--- src/rtl/pipe_hazard_ctrl.sv ---
// Hazard/stall controller for the 3-stage IF/ID/EX pipeline: Mealy stall, flush, forward and hold controls.
// FSM state, statistics counters and the sticky timeout flag update on the falling clock edge.
module pipe_hazard_ctrl #(
  parameter int TIMEOUT = 8
) (
  input  logic        clock,
  input  logic        reset_n,
  input  logic        fwd_en,
  input  logic [15:0] id_ir,
  input  logic [3:0]  ex_op,
  input  logic [1:0]  ex_wr,
  input  logic        ex_regwrite,
  input  logic        branch_taken,
  input  logic        mem_ready,
  output logic        pc_write,
  output logic        ifid_write,
  output logic        ifid_flush,
  output logic        idex_bubble,
  output logic        ex_hold,
  output logic        fwd_a,
  output logic        fwd_b,
  output logic [1:0]  state,
  output logic        mem_timeout,
  output logic [15:0] stall_cnt,
  output logic [15:0] flush_cnt
);

  localparam logic [3:0] OP_ADD = 4'b0000, OP_SUB = 4'b0001, OP_AND = 4'b0010,
                         OP_OR  = 4'b0011, OP_SLT = 4'b0111, OP_LW  = 4'b0101,
                         OP_SW  = 4'b0110, OP_BEQ = 4'b1000, OP_BNE = 4'b1001;
  localparam int WW = $clog2(TIMEOUT + 1);
  localparam logic [WW-1:0] WAIT_LAST = WW'(TIMEOUT - 1);

  typedef enum logic [1:0] {
    S_RUN      = 2'b00,
    S_STALL    = 2'b01,
    S_MEMWAIT  = 2'b10,
    S_TIMEDOUT = 2'b11
  } state_e;

  state_e        state_q;
  logic [WW-1:0] wait_q;
  logic          mem_timeout_q;
  logic [15:0]   stall_q, flush_q;

  logic [3:0] id_op;
  logic [1:0] id_rs, id_rt;
  logic       uses_rt, dep_rs, dep_rt, ex_is_mem;
  logic       memwait_c, load_use, raw_stall, stall_issued;
  logic       unused_ir_bits;

  assign id_op = id_ir[15:12];
  assign id_rs = id_ir[11:10];
  assign id_rt = id_ir[9:8];
  assign unused_ir_bits = ^id_ir[7:0];

  assign uses_rt = (id_op == OP_ADD) || (id_op == OP_SUB) || (id_op == OP_AND) ||
                   (id_op == OP_OR)  || (id_op == OP_SLT) || (id_op == OP_SW)  ||
                   (id_op == OP_BEQ) || (id_op == OP_BNE);

  // Every opcode reads rs; $0 is hardwired, so it never creates a dependency.
  assign dep_rs = ex_regwrite && (ex_wr != 2'd0) && (ex_wr == id_rs);
  assign dep_rt = ex_regwrite && (ex_wr != 2'd0) && (ex_wr == id_rt) && uses_rt;

  assign ex_is_mem    = (ex_op == OP_LW) || (ex_op == OP_SW);
  assign memwait_c    = ex_is_mem && !mem_ready && (state_q != S_TIMEDOUT);
  assign load_use     = (ex_op == OP_LW) && (dep_rs || dep_rt);
  assign raw_stall    = !fwd_en && (ex_op != OP_LW) && (dep_rs || dep_rt);
  assign stall_issued = !memwait_c && !branch_taken && (load_use || raw_stall);

  always_comb begin
    pc_write    = 1'b1;
    ifid_write  = 1'b1;
    ifid_flush  = 1'b0;
    idex_bubble = 1'b0;
    ex_hold     = 1'b0;
    fwd_a       = 1'b0;
    fwd_b       = 1'b0;
    if (!reset_n) begin
      pc_write = 1'b1;
    end else if (memwait_c) begin
      pc_write   = 1'b0;
      ifid_write = 1'b0;
      ex_hold    = 1'b1;
    end else if (branch_taken) begin
      ifid_flush  = 1'b1;
      idex_bubble = 1'b1;
    end else if (load_use || raw_stall) begin
      pc_write    = 1'b0;
      ifid_write  = 1'b0;
      idex_bubble = 1'b1;
    end else if (fwd_en && (ex_op != OP_LW)) begin
      fwd_a = dep_rs;
      fwd_b = dep_rt;
    end
  end

  // The wait count reaching TIMEOUT means TIMEOUT falling edges spent in MEMWAIT.
  always_ff @(negedge clock or negedge reset_n) begin
    if (!reset_n) begin
      state_q       <= S_RUN;
      wait_q        <= '0;
      mem_timeout_q <= 1'b0;
      stall_q       <= 16'd0;
      flush_q       <= 16'd0;
    end else begin
      if (!pc_write && (stall_q != 16'hFFFF)) stall_q <= stall_q + 16'd1;
      if (ifid_flush && (flush_q != 16'hFFFF)) flush_q <= flush_q + 16'd1;
      case (state_q)
        S_RUN, S_STALL: begin
          if (memwait_c) begin
            state_q <= S_MEMWAIT;
            wait_q  <= '0;
          end else begin
            state_q <= stall_issued ? S_STALL : S_RUN;
          end
        end
        S_MEMWAIT: begin
          if (!memwait_c) begin
            state_q <= stall_issued ? S_STALL : S_RUN;
          end else if (wait_q == WAIT_LAST) begin
            state_q       <= S_TIMEDOUT;
            wait_q        <= wait_q + WW'(1);
            mem_timeout_q <= 1'b1;
          end else begin
            wait_q <= wait_q + WW'(1);
          end
        end
        default: state_q <= S_RUN;
      endcase
    end
  end

  assign state       = state_q;
  assign mem_timeout = mem_timeout_q;
  assign stall_cnt   = stall_q;
  assign flush_cnt   = flush_q;

endmodule

--- config.mk ---
export PLATFORM = sky130hd
export DESIGN_NAME = pipe_hazard_ctrl
export DESIGN_NICKNAME = d
export VERILOG_FILES = /design/src/rtl/pipe_hazard_ctrl.sv
export SDC_FILE = /design/constraint.sdc
export NUM_CORES = 1
export LEC_CHECK = 0
export ABC_AREA = 1
export BUFFER_PORTS_ARGS = -buffer_cell sky130_fd_sc_hd__buf_2
export CAP_MARGIN = 0
export CORE_ASPECT_RATIO = 1.2
export CORE_UTILIZATION = 56
export CTS_CLUSTER_DIAMETER = 80
export DETAILED_ROUTE_END_ITERATION = 8
export HOLD_SLACK_MARGIN = 0.06
export PLACE_DENSITY = 0.85
export SYNTH_ARGS = -nofsm -noshare
export SYNTH_HDL_FRONTEND = slang
export SYNTH_SLANG_ARGS = --single-unit
--- constraint.sdc ---
create_clock -name clock -period 3.1 [get_ports clock]
set_input_delay 0.155 -clock clock [delete_from_list [all_inputs] [get_ports clock]]
set_output_delay 0.155 -clock clock [all_outputs]
set_load 0.02 [all_outputs]
==> reports/summary.log <==
[worst_setup_path] data arrival time of the critical path 3.12 ns
[finish] number of nets at the end of the flow 429
[floorplan] area of the die 4670 um^2
[logic_synthesis] Cell variety after synth 28
[worst_setup_path] CP Class reg2out
[clocking] CTS root buffer clkbuf_8
[logic_synthesis] Async SR Flop Fraction 100%
[worst_setup_path] start of the worst register-to-register path flush_cnt[0]
[logic_synthesis] sequential fraction of the synthesis area 39.6%
[logic_synthesis] number of warnings issued by yosys 0
[floorplan] die extent in x 62.6 um
[worst_setup_path] most prevalent standard cell on the critical path buf_6
[timing] Final Hold Violating Endpoints 0
[hold_path] WHS Endpoint mem_timeout
[worst_setup_path] startpoint class of the critical path register
[global_routing] GRT Overall Usage 25.0%
[finish] fraction of layout cells with a size suffix above 1 24.6%
[floorplan] Core Area 4230 um^2
[finish] P&R area growth vs syn 23.3%
[power_and_ir_drop] worst voltage drop across the vdd grid 0.000341 V
[worst_setup_path] critical path's slowest cell dfrtn_1
[global_routing] wire length of the first global-routing pass 9190 um
[clocking] CTS Buffer Depth 2
[run] number of max-capacitance violations reported 0
[timing] final clock skew 0.00362 ns
[worst_setup_path] reg-to-reg critical path endpoint flush_cnt[7]
[route] total routed wirelength 5750 um
[logic_synthesis] Main synth FF type dfrtn_1
[clocking] H-tree depth 2
[logic_synthesis] number of enable-type register cells in the synthesized netlist 0
[clocking] clock latency reported for the late side of the worst-skew pair 0.29 ns
[worst_setup_path] worst reg-to-reg path cell count 8
[route] Antenna Nets Post-Route 0
[finish] final cell count without fillers 454
[worst_setup_path] Worst Path Required 2.94 ns
[logic_synthesis] most common library cells after synthesis 102 x nand2_1, 39 x dfrtn_1, 35 x nor2_1
[clocking] Num CTS Buffers 5
[logic_synthesis] FF+latch count, synth 39
[worst_setup_path] largest driver fanout on the critical path 6
[global_routing] maximum number of pins on one net before global-route repair 60
[worst_setup_path] max incr delay on CP 0.42 ns
[timing] number of max-slew violations in the final report 0
[outcome] status finished, violations left
[floorplan] starting density of the core 58.3%
[logic_synthesis] Synth top area share 39.6%
[power_and_ir_drop] combinational share of power 30.6%
[timing] Min Hold Slack 0.420 ns
[worst_setup_path] Cell Chain, Critical Path inv_2 > o211ai_4 > nand3_2 > buf_6 > o31ai_4 > buf_6
[power_and_ir_drop] Net Sw Frac 37.6%
[floorplan] number of top-level pins 70
[finish] number of antenna cells inserted 0
[route] First DRT Iteration DRCs 216
[placement] count of input and output buffers 60
[route] # DRC 0
[route] mean routed wirelength per cell 12.7 um
[logic_synthesis] cell area after synthesis 2460 um^2
[global_routing] number of antenna violations at the first check in global routing 0
[timing] actual transition at the worst max-transition pin 0.362 ns
[route] number of vias per cell after detailed routing 5.19
[power_and_ir_drop] Static Leakage 1.56 nW
[route] detailed-route via count 2356
[timing] RSZ-0062 raised after global routing true
[placement] placed cell count 441
[worst_setup_path] internal reg-to-reg setup slack 1.21 ns
[clocking] clk sink count 39
[power_and_ir_drop] sequential share of power 45.8%
[floorplan] num rows 26
[clocking] hold buffer count at cts 0
[route] number of iterations in the first detailed-routing pass 4
[clocking] TritonCTS clock tree yes
[logic_synthesis] post-synth top area cell dfrtn_1
[hold_path] path category of the worst min-delay check reg2reg
[power_and_ir_drop] total power density per cell area 491 nW/um^2
[timing] summed negative setup slack over all endpoints -0.799 ns
[global_routing] number of global-route vias before repair 2124
[hold_path] Worst Hold Depth 1
[hold_path] startpoint of the worst hold path mem_timeout
[logic_synthesis] post-synthesis cell count 329
[clocking] clock transition at the registers of the reported paths 0.05 ns
[worst_setup_path] Largest delay share family, worst path flip-flops
[floorplan] Die Span Y 74.7 um
[logic_synthesis] mean post-synth cell area 7.49 um^2
[global_routing] remaining global-route overflow 0
[power_and_ir_drop] clock network fraction of design power 23.6%
[timing] final setup violating endpoints 6
[power_and_ir_drop] internal power consumption 0.930 mW
[power_and_ir_drop] Sw Pwr 0.560 mW
[placement] final weighted congestion in routability-driven placement 0.916
[logic_synthesis] most frequent cell after synthesis nand2_1
[placement] HPWL Detailed 4050 um
[logic_synthesis] Syn Nets 360
[logic_synthesis] top area cells in the synthesized netlist dfrtn_1 40%, nand2_1 16%, xor2_1 6.8%, nor2_1 5.3%, inv_1 4.9%
[worst_setup_path] Critical path buffers and inverters 3
[timing] Final WS setup -0.171 ns
[worst_setup_path] critical path endpoint category primary output
[timing] max-slew headroom at the worst pin 75.7%
[outcome] failing checks negative setup slack
==> layout make-up <==
class	count	area, um^2
Clock buffer	6	82.6
Clock inverter	1	5.00
Sequential cell	39	976
Fill cell	338	1190
Tap cell	56	70.1
Multi-Input combinational cell	248	1350
Timing Repair Buffer	71	433
Inverter	33	124
==> worst register-to-register path: stages, from the launching register on <==
cell and delay (ns):
dfrtn_1 0.46, ha_1 0.21, nand2_1 0.10, nor3_2 0.28, and3_1 0.26, nor2_1 0.09, buf_12 0.16, o21ai_0 0.08
o21ai_1 0.09
==> worst max path at each step <==
stage          slack [ns]     start            to  cells after the start
2_1_floorplan       -0.14  state[0]         fwd_a                      4
6_report            -0.17  state[1]   idex_bubble                      6
5_1_grt             -0.30  state[0]         fwd_b                      5
3_3_place_gp         0.04  ex_wr[0]  stall_cnt[1]                     11
3_5_place_dp        -0.04  ex_wr[0]  stall_cnt[6]                     11
4_1_cts             -0.15  state[1]    ifid_write                      5
==> flip-flops by register name, summed over array words and instances (netlist names) <==
| name | count |
|---|---|
| flush_cnt | 16 |
| mem_timeout | 1 |
| stall_cnt | 16 |
| state | 2 |
| wait_q | 4 |
==> metrics by stage <==
stage	utilization, %	worst slack, ns	cell area [um^2]	power, mW
6_report	71.8	-0.171	3040	1.49
3_5_place_dp	67.8	-0.0417	2870	1.14
2_1_floorplan	-	-0.136	2480	0.973
3_3_place_gp	67.8	0.0372	2870	1.12
5_1_grt	71.8	-0.296	3040	1.58
4_1_cts	71.1	-0.146	3010	1.49
==> layer usage <==
| metal | up-vias | part of all wire, % | global-route usage, % | wire length, um |
|---|---|---|---|---|
| li1 | 1198 | - | - | - |
| met1 | 1103 | 41 | 27.7 | 2380 |
| met2 | 49 | 55 | 48.1 | 3150 |
| met3 | 6 | 3.0 | 5.45 | 172 |
| met4 | 0 | 0.92 | 7.75 | 53 |
| met5 | - | 0 | 0 | 0 |
==> power groups by stage <==
stage,logic (mW),clock network (mW),registers [mW]
finish,0.456,0.351,0.682
CTS,0.454,0.358,0.682
global route,0.501,0.379,0.695
detailed placement,0.445,0,0.691
floorplan,0.199,0,0.774
global placement,0.428,0,0.687
==> logic make-up (layout without fill, tap and decap cells) <==
kind of cell | count (synthesis) | in the layout | synth area share [%]
flip-flops | 39 | 39 | 39.6
XOR/XNOR | 29 | 29 | 10.3
AO/OA/AOI/OAI | 21 | 21 | 5.18
adder cells (fa/ha/maj) | 3 | 3 | 1.52
AND/OR/NAND/NOR | 195 | 195 | 36.3
buffers and inverters | 42 | 111 | 7.11
==> placed cells by master (no fill, tap or decap), drive strengths merged <==
cell	count
dfrtn	39
nand2	104
ha	3
nand3b	2
a21oi	1
nand4	18
buf	71
xor2	19
o31ai	1
o211ai	1
o21ai	17
nor3	11
a31o	1
inv	33
and3	1
clkinv	1
clkbuf	6
xnor2	10
nor2	37
nand3	22
==> what timing repair did <==
| action | in CTS | in global routing |
|---|---|---|
| gates resized for setup | 8 | 5 |
| pin swaps | 4 | 0 |
| setup buffers | 4 | 2 |
| endpoints found under the setup margin | 6 | 6 |
Note: power is estimated with default switching activity, not from simulation.
